## config.mk

```make
export PLATFORM = sky130hd
export DESIGN_NAME = move_sequencer
export DESIGN_NICKNAME = d
export VERILOG_FILES = /design/src/rtl/move_sequencer.sv
export SDC_FILE = /design/constraint.sdc
export NUM_CORES = 1
export LEC_CHECK = 0
export ABC_AREA = 1
export CAP_MARGIN = 40
export CORE_MARGIN = 1.5
export CORE_UTILIZATION = 50
export DETAILED_ROUTE_END_ITERATION = 8
export MAX_ROUTING_LAYER = met4
export PLACE_DENSITY = 0.72
export SETUP_SLACK_MARGIN = 0.05
export SLEW_MARGIN = 25
export SYNTH_ARGS = -nofsm -noshare
export SYNTH_HDL_FRONTEND = slang
export SYNTH_SLANG_ARGS = --single-unit
```

## constraint.sdc

```tcl
create_clock -name clock -period 1.75 [get_ports clock]
set_clock_uncertainty 0.15 [all_clocks]
set_input_delay 0.4375 -clock clock [delete_from_list [all_inputs] [get_ports clock]]
set_output_delay 0.4375 -clock clock [all_outputs]
set_load 0.005 [all_outputs]
```

## src/rtl/move_sequencer.sv

```systemverilog
// move_sequencer
// New-move sequencer for the Othello datapath. It scans 1..8 directions in
// the fixed order U, D, L, R, UL, UR, DL, DR. It runs the validator on every
// direction, then runs the flipper only on directions that validated.
// A per-wait watchdog ends the move if a validator or flipper never answers.
module move_sequencer #(
    parameter int NUM_DIRS = 8,
    parameter int STRIDE   = 10,
    parameter int STEP_W   = 5,
    parameter int TIMEOUT  = 255
) (
    input  logic                clock,
    input  logic                reset,
    input  logic                enable,
    input  logic                s_done_vali,
    input  logic                s_done_flip,
    input  logic                dir_status_in,
    output logic [STEP_W-1:0]   step_o,
    output logic                step_sign_o,
    output logic                ld_vali_o,
    output logic                start_vali,
    output logic                ld_flip_o,
    output logic                start_flip,
    output logic [NUM_DIRS-1:0] dir_mask_o,
    output logic                mv_valid_o,
    output logic                timeout_o,
    output logic                nm_done_o
);

    localparam int DIR_W = (NUM_DIRS > 1) ? $clog2(NUM_DIRS) : 1;
    localparam int CNT_W = (TIMEOUT > 1) ? $clog2(TIMEOUT) : 1;
    localparam logic [DIR_W-1:0] LAST_DIR = DIR_W'(NUM_DIRS - 1);
    // The watchdog fires at the end of the TIMEOUT-th wait cycle.
    localparam logic [CNT_W-1:0] CNT_LAST = (TIMEOUT > 0) ? CNT_W'(TIMEOUT - 1) : '0;

    typedef enum logic [2:0] {
        S_IDLE   = 3'd0,
        S_V_LOAD = 3'd1,
        S_V_WAIT = 3'd2,
        S_F_SCAN = 3'd3,
        S_F_LOAD = 3'd4,
        S_F_WAIT = 3'd5,
        S_FINAL  = 3'd6
    } state_t;

    state_t                r_state;
    logic [DIR_W-1:0]      r_dir_idx;
    logic [CNT_W-1:0]      r_cnt;
    logic [STEP_W-1:0]     r_step;
    logic                  r_sign;
    logic                  r_ld_vali;
    logic                  r_ld_flip;
    logic [NUM_DIRS-1:0]   r_mask;
    logic                  r_mv_valid;
    logic                  r_timeout;
    logic                  r_nm_done;

    logic                  w_dir_last;
    logic [DIR_W-1:0]      w_dir_next;
    logic                  w_wd_expire;
    logic                  w_mask_hit;

    // Step magnitude and sign ({magnitude, sign}) for a direction index.
    function automatic logic [STEP_W:0] dir_step(input logic [DIR_W-1:0] idx);
        logic [STEP_W:0] v;
        case (3'(idx))
            3'd0:    v = {STEP_W'(STRIDE),     1'b1};  // U
            3'd1:    v = {STEP_W'(STRIDE),     1'b0};  // D
            3'd2:    v = {STEP_W'(1),          1'b1};  // L
            3'd3:    v = {STEP_W'(1),          1'b0};  // R
            3'd4:    v = {STEP_W'(STRIDE + 1), 1'b1};  // UL
            3'd5:    v = {STEP_W'(STRIDE - 1), 1'b1};  // UR
            3'd6:    v = {STEP_W'(STRIDE - 1), 1'b0};  // DL
            3'd7:    v = {STEP_W'(STRIDE + 1), 1'b0};  // DR
            default: v = {{STEP_W{1'b0}},      1'b0};
        endcase
        return v;
    endfunction

    assign w_dir_last  = (r_dir_idx == LAST_DIR);
    assign w_dir_next  = r_dir_idx + DIR_W'(1);
    assign w_wd_expire = (TIMEOUT != 0) && (r_cnt == CNT_LAST);
    assign w_mask_hit  = r_mask[r_dir_idx];

    assign step_o      = r_step;
    assign step_sign_o = r_sign;
    assign ld_vali_o   = r_ld_vali;
    assign start_vali  = r_ld_vali;
    assign ld_flip_o   = r_ld_flip;
    assign start_flip  = r_ld_flip;
    assign dir_mask_o  = r_mask;
    assign mv_valid_o  = r_mv_valid;
    assign timeout_o   = r_timeout;
    assign nm_done_o   = r_nm_done;

    // Sequencer FSM; every output is a register loaded on the edge that enters its state.
    always_ff @(posedge clock or posedge reset) begin
        if (reset) begin
            r_state    <= S_IDLE;
            r_dir_idx  <= '0;
            r_cnt      <= '0;
            r_step     <= '0;
            r_sign     <= 1'b0;
            r_ld_vali  <= 1'b0;
            r_ld_flip  <= 1'b0;
            r_mask     <= '0;
            r_mv_valid <= 1'b0;
            r_timeout  <= 1'b0;
            r_nm_done  <= 1'b0;
        end else begin
            // Strobes and the completion pulse last a single cycle.
            r_ld_vali <= 1'b0;
            r_ld_flip <= 1'b0;
            r_nm_done <= 1'b0;
            case (r_state)
                S_IDLE: begin
                    if (enable) begin
                        r_dir_idx         <= '0;
                        r_mask            <= '0;
                        r_mv_valid        <= 1'b0;
                        r_timeout         <= 1'b0;
                        {r_step, r_sign}  <= dir_step('0);
                        r_ld_vali         <= 1'b1;
                        r_state           <= S_V_LOAD;
                    end else begin
                        r_state <= S_IDLE;
                    end
                end
                S_V_LOAD: begin
                    r_cnt   <= '0;
                    r_state <= S_V_WAIT;
                end
                S_V_WAIT: begin
                    // A done in the expiry cycle still counts: done is tested first.
                    if (s_done_vali) begin
                        r_mask[r_dir_idx] <= dir_status_in;
                        if (w_dir_last) begin
                            r_dir_idx <= '0;
                            r_state   <= S_F_SCAN;
                        end else begin
                            r_dir_idx        <= w_dir_next;
                            {r_step, r_sign} <= dir_step(w_dir_next);
                            r_ld_vali        <= 1'b1;
                            r_state          <= S_V_LOAD;
                        end
                    end else if (w_wd_expire) begin
                        r_timeout  <= 1'b1;
                        r_mv_valid <= 1'b0;
                        r_nm_done  <= 1'b1;
                        r_state    <= S_FINAL;
                    end else begin
                        r_cnt <= r_cnt + CNT_W'(1);
                    end
                end
                S_F_SCAN: begin
                    if (w_mask_hit) begin
                        {r_step, r_sign} <= dir_step(r_dir_idx);
                        r_ld_flip        <= 1'b1;
                        r_state          <= S_F_LOAD;
                    end else if (w_dir_last) begin
                        r_mv_valid <= |r_mask;
                        r_nm_done  <= 1'b1;
                        r_state    <= S_FINAL;
                    end else begin
                        r_dir_idx <= w_dir_next;
                    end
                end
                S_F_LOAD: begin
                    r_cnt   <= '0;
                    r_state <= S_F_WAIT;
                end
                S_F_WAIT: begin
                    if (s_done_flip) begin
                        if (w_dir_last) begin
                            r_mv_valid <= |r_mask;
                            r_nm_done  <= 1'b1;
                            r_state    <= S_FINAL;
                        end else begin
                            r_dir_idx <= w_dir_next;
                            r_state   <= S_F_SCAN;
                        end
                    end else if (w_wd_expire) begin
                        r_timeout  <= 1'b1;
                        r_mv_valid <= 1'b0;
                        r_nm_done  <= 1'b1;
                        r_state    <= S_FINAL;
                    end else begin
                        r_cnt <= r_cnt + CNT_W'(1);
                    end
                end
                S_FINAL: begin
                    r_state <= S_IDLE;
                end
                default: begin
                    r_state <= S_IDLE;
                end
            endcase
        end
    end

endmodule

```

==> metrics.cfg <==
[clocking]
cts_buffers = 5
clock_sinks = 31
clk_latency_ns = 0.29
htree_levels = 2
clockBufferDepth = 2
cts_tree = done
cts-root-buf = clkbuf_8
cts.clk_slew.worst_paths_ns = 0.06

[drt]
viasPerCell = 5.335
drcViolationCount = 0
first_pass_iters = 5
wl_mm = 5.799
ant_nets = 0
first_iter_violations = 202
drt-wirelength-per-cell_um = 13.87
vias = 2230

[synthesis]
syn_area_um2 = 2024
ys_warn_count = 0
synth_cell_types = 32
avgSynthCellArea_um2 = 6.726
ys_seq_elements = 31
ys_seq_area_share_pct = 38.32
synth_cells = 301

[worst_setup_path]
path_class = flop to flop
cp.required_ns = 1.83
endpoint_kind = flop
reg2reg_depth = 10
cp_max_fo = 8
worstPathArrival_ns = 1.79
r2r_slack_ns = 0.04
startpoint_type = flop
reg2reg_from = r_dir_idx[1]$_DFFE_PP0P_
r2r_end = step_o[1]$_DFFE_PP0P_

[finish]
fin_nets = 380
antenna_cells = 0
drive_above_1_share_pct = 30.27
area_growth_pct = 43.39
final_common_cell = nand2_1
multiInputGateArea_um2 = 1242
post-route-util_pct = 76.97
nFillCells = 285
seq_area_um2 = 778.2
final_cell_mix = 93 x nand2_1, 39 x buf_4, 29 x dfrtp_1, 28 x inv_1, 18 x nand3_1

[floorplan]
fp.dieArea_um2 = 4440
initial_utilization_pct = 53.68
num_io_pins = 27
core-area_um2 = 3771
rows = 22
die_h_um = 66.63
dieWidth_um = 66.63

[global_route]
grt_overflow_total = 0
grt_start_max_net_pins = 32
track_usage_pct = 27.54
antenna_found_initial = 0
grt_pass1_vias = 2003
grt_pass1_wl_mm = 8.942

[power_and_ir_drop]
ir_worst_vdd_v = 0.0008116
cellLeakagePower_nw = 1.589
power-per-cell-area_nw_per_um2 = 1562

[hold_path]
hold_class = flop to flop
worstHoldStart = step_o[1]$_DFFE_PP0P_
whs_endpoint = step_o[1]$_DFFE_PP0P_
worstHoldPathCells = 2

[sta]
hold_viol = 0
holdWs_ns = 0.3207
fmax_mhz = 584.1
rsz0062_at_grt = true
setup_viol = 0
drv_slew = 0
final.setup.tns_ns = 0
post-route-period-util_pct = 97.84
post-route-min-period_ns = 1.712

[placement]
portBuffers = 24
globalplace.congestion = 0.9412
place_hpwl_mm = 3.866

[job]
max-cap-violations = 0

[outcome]
status = finished, final reports clean

-- sequential cells by signal (all words and copies together), names as in the netlist, 3 cells and up --
| name | count |
|---|---|
| step_o | 3 |
| r_state | 3 |
| r_cnt | 8 |
| r_dir_idx | 3 |
| dir_mask_o | 8 |
-- synth_stat cells (all sizes together) --
| master | number | area share [%] |
|---|---|---|
| a21oi | 10 | 2.5 |
| a31o | 1 | 0.43 |
| a31oi | 1 | 0.31 |
| buf | 5 | 1.7 |
| clkbuf | 2 | 0.37 |
| clkinv | 1 | 0.19 |
| conb | 1 | 0.19 |
| dfrtp | 31 | 38 |
| ha | 4 | 2.5 |
| inv | 37 | 6.9 |
| nand2 | 112 | 21 |
| nand3 | 25 | 6.2 |
| nand4 | 3 | 0.93 |
| nor2 | 29 | 6.7 |
| nor3 | 4 | 0.99 |
| nor4 | 1 | 0.31 |
| o211ai | 2 | 0.74 |
| o21a | 1 | 0.37 |
| o21ai | 19 | 4.9 |
| o22ai | 3 | 0.93 |
| o31ai | 3 | 1.1 |
| or2 | 3 | 0.93 |
| xnor2 | 1 | 0.43 |
| xor2 | 2 | 0.87 |
-- routing by layer --
| layer | part of all wire (%) | track usage [%] |
|---|---|---|
| met1 | 45 | 36.80 |
| met2 | 47 | 42.13 |
| met5 | 0 | - |
| met3 | 6.4 | 5.574 |
| met4 | 1.3 | 8.929 |
-- critical path, cell delays in order, from the launching register on --
cell,delay [ns]
dfrtp_1,0.41
ha_2,0.21
ha_4,0.20
nor2_4,0.12
nor2_2,0.04
inv_2,0.07
nand2_2,0.07
nor2_4,0.12
buf_6,0.13
nand3_1,0.08
nand2_1,0.06
-- layout make-up --
cell class / instances / area share [%]
repair buffers: 68 / 20.04
inverters: 38 / 5.259
flip-flops and latches: 31 / 26.81
clock buffers: 6 / 2.845
multi-input cells: 226 / 42.80
well taps: 48 / 2.069
clock inverters: 1 / 0.1724
-- timing repair --
item / CTS / global route
pin swaps: 0 / 20
setup buffers: 14 / 4
hold endpoints to repair: 0 / 0
hold buffers: 0 / 0
resized for setup: 20 / 61
setup endpoints to repair: 27 / 31
-- logic make-up (layout without fill, tap and decap cells) --
group | Yosys count | count (layout) | synth area share (%)
buffers and inverters | 45 | 113 | 9.147
adders and majority gates | 4 | 4 | 2.472
DFF | 31 | 31 | 38.32
and+or+nand+nor | 177 | 177 | 37.33
xor gates and xnor gates | 3 | 3 | 1.298
AOI/OAI and AO/OA | 40 | 40 | 11.25
other | 1 | 2 | 0.1852
-- how the worst max path moves through the flow --
stage,startpoint,endpoint
floorplan,r_dir_idx[0]$_DFFE_PP0P_,step_o[3]$_DFFE_PP0P_
global placement,s_done_vali,step_o[0]$_DFFE_PP0P_
detailed placement,s_done_vali,step_o[1]$_DFFE_PP0P_
CTS,dir_mask_o[1]$_DFFE_PP0P_,dir_mask_o[1]
global route,r_dir_idx[1]$_DFFE_PP0P_,step_o[1]$_DFFE_PP0P_
finish,r_dir_idx[1]$_DFFE_PP0P_,step_o[1]$_DFFE_PP0P_
-- per-stage QoR --
step | setup slack, ns | instances | total power, mW | cell area [um^2]
global route | -0.04087 | 418 | 4.863 | 2903
CTS | 0.01087 | 414 | 3.998 | 2693
floorplan | -0.004978 | 302 | 2.483 | 2061
detailed placement | -0.1963 | 393 | 3.368 | 2516
global placement | -0.1819 | 393 | 3.319 | 2516
finish | 0.03784 | 418 | 4.535 | 2903
-- report_power, final --
group	switching, mW	total [mW]	internal, mW
clock network	0.273	0.581	0.308
logic	1.67	2.88	1.21
registers	0.161	1.07	0.912
total	2.10	4.53	2.43
Power figures use the tool's default switching activity.
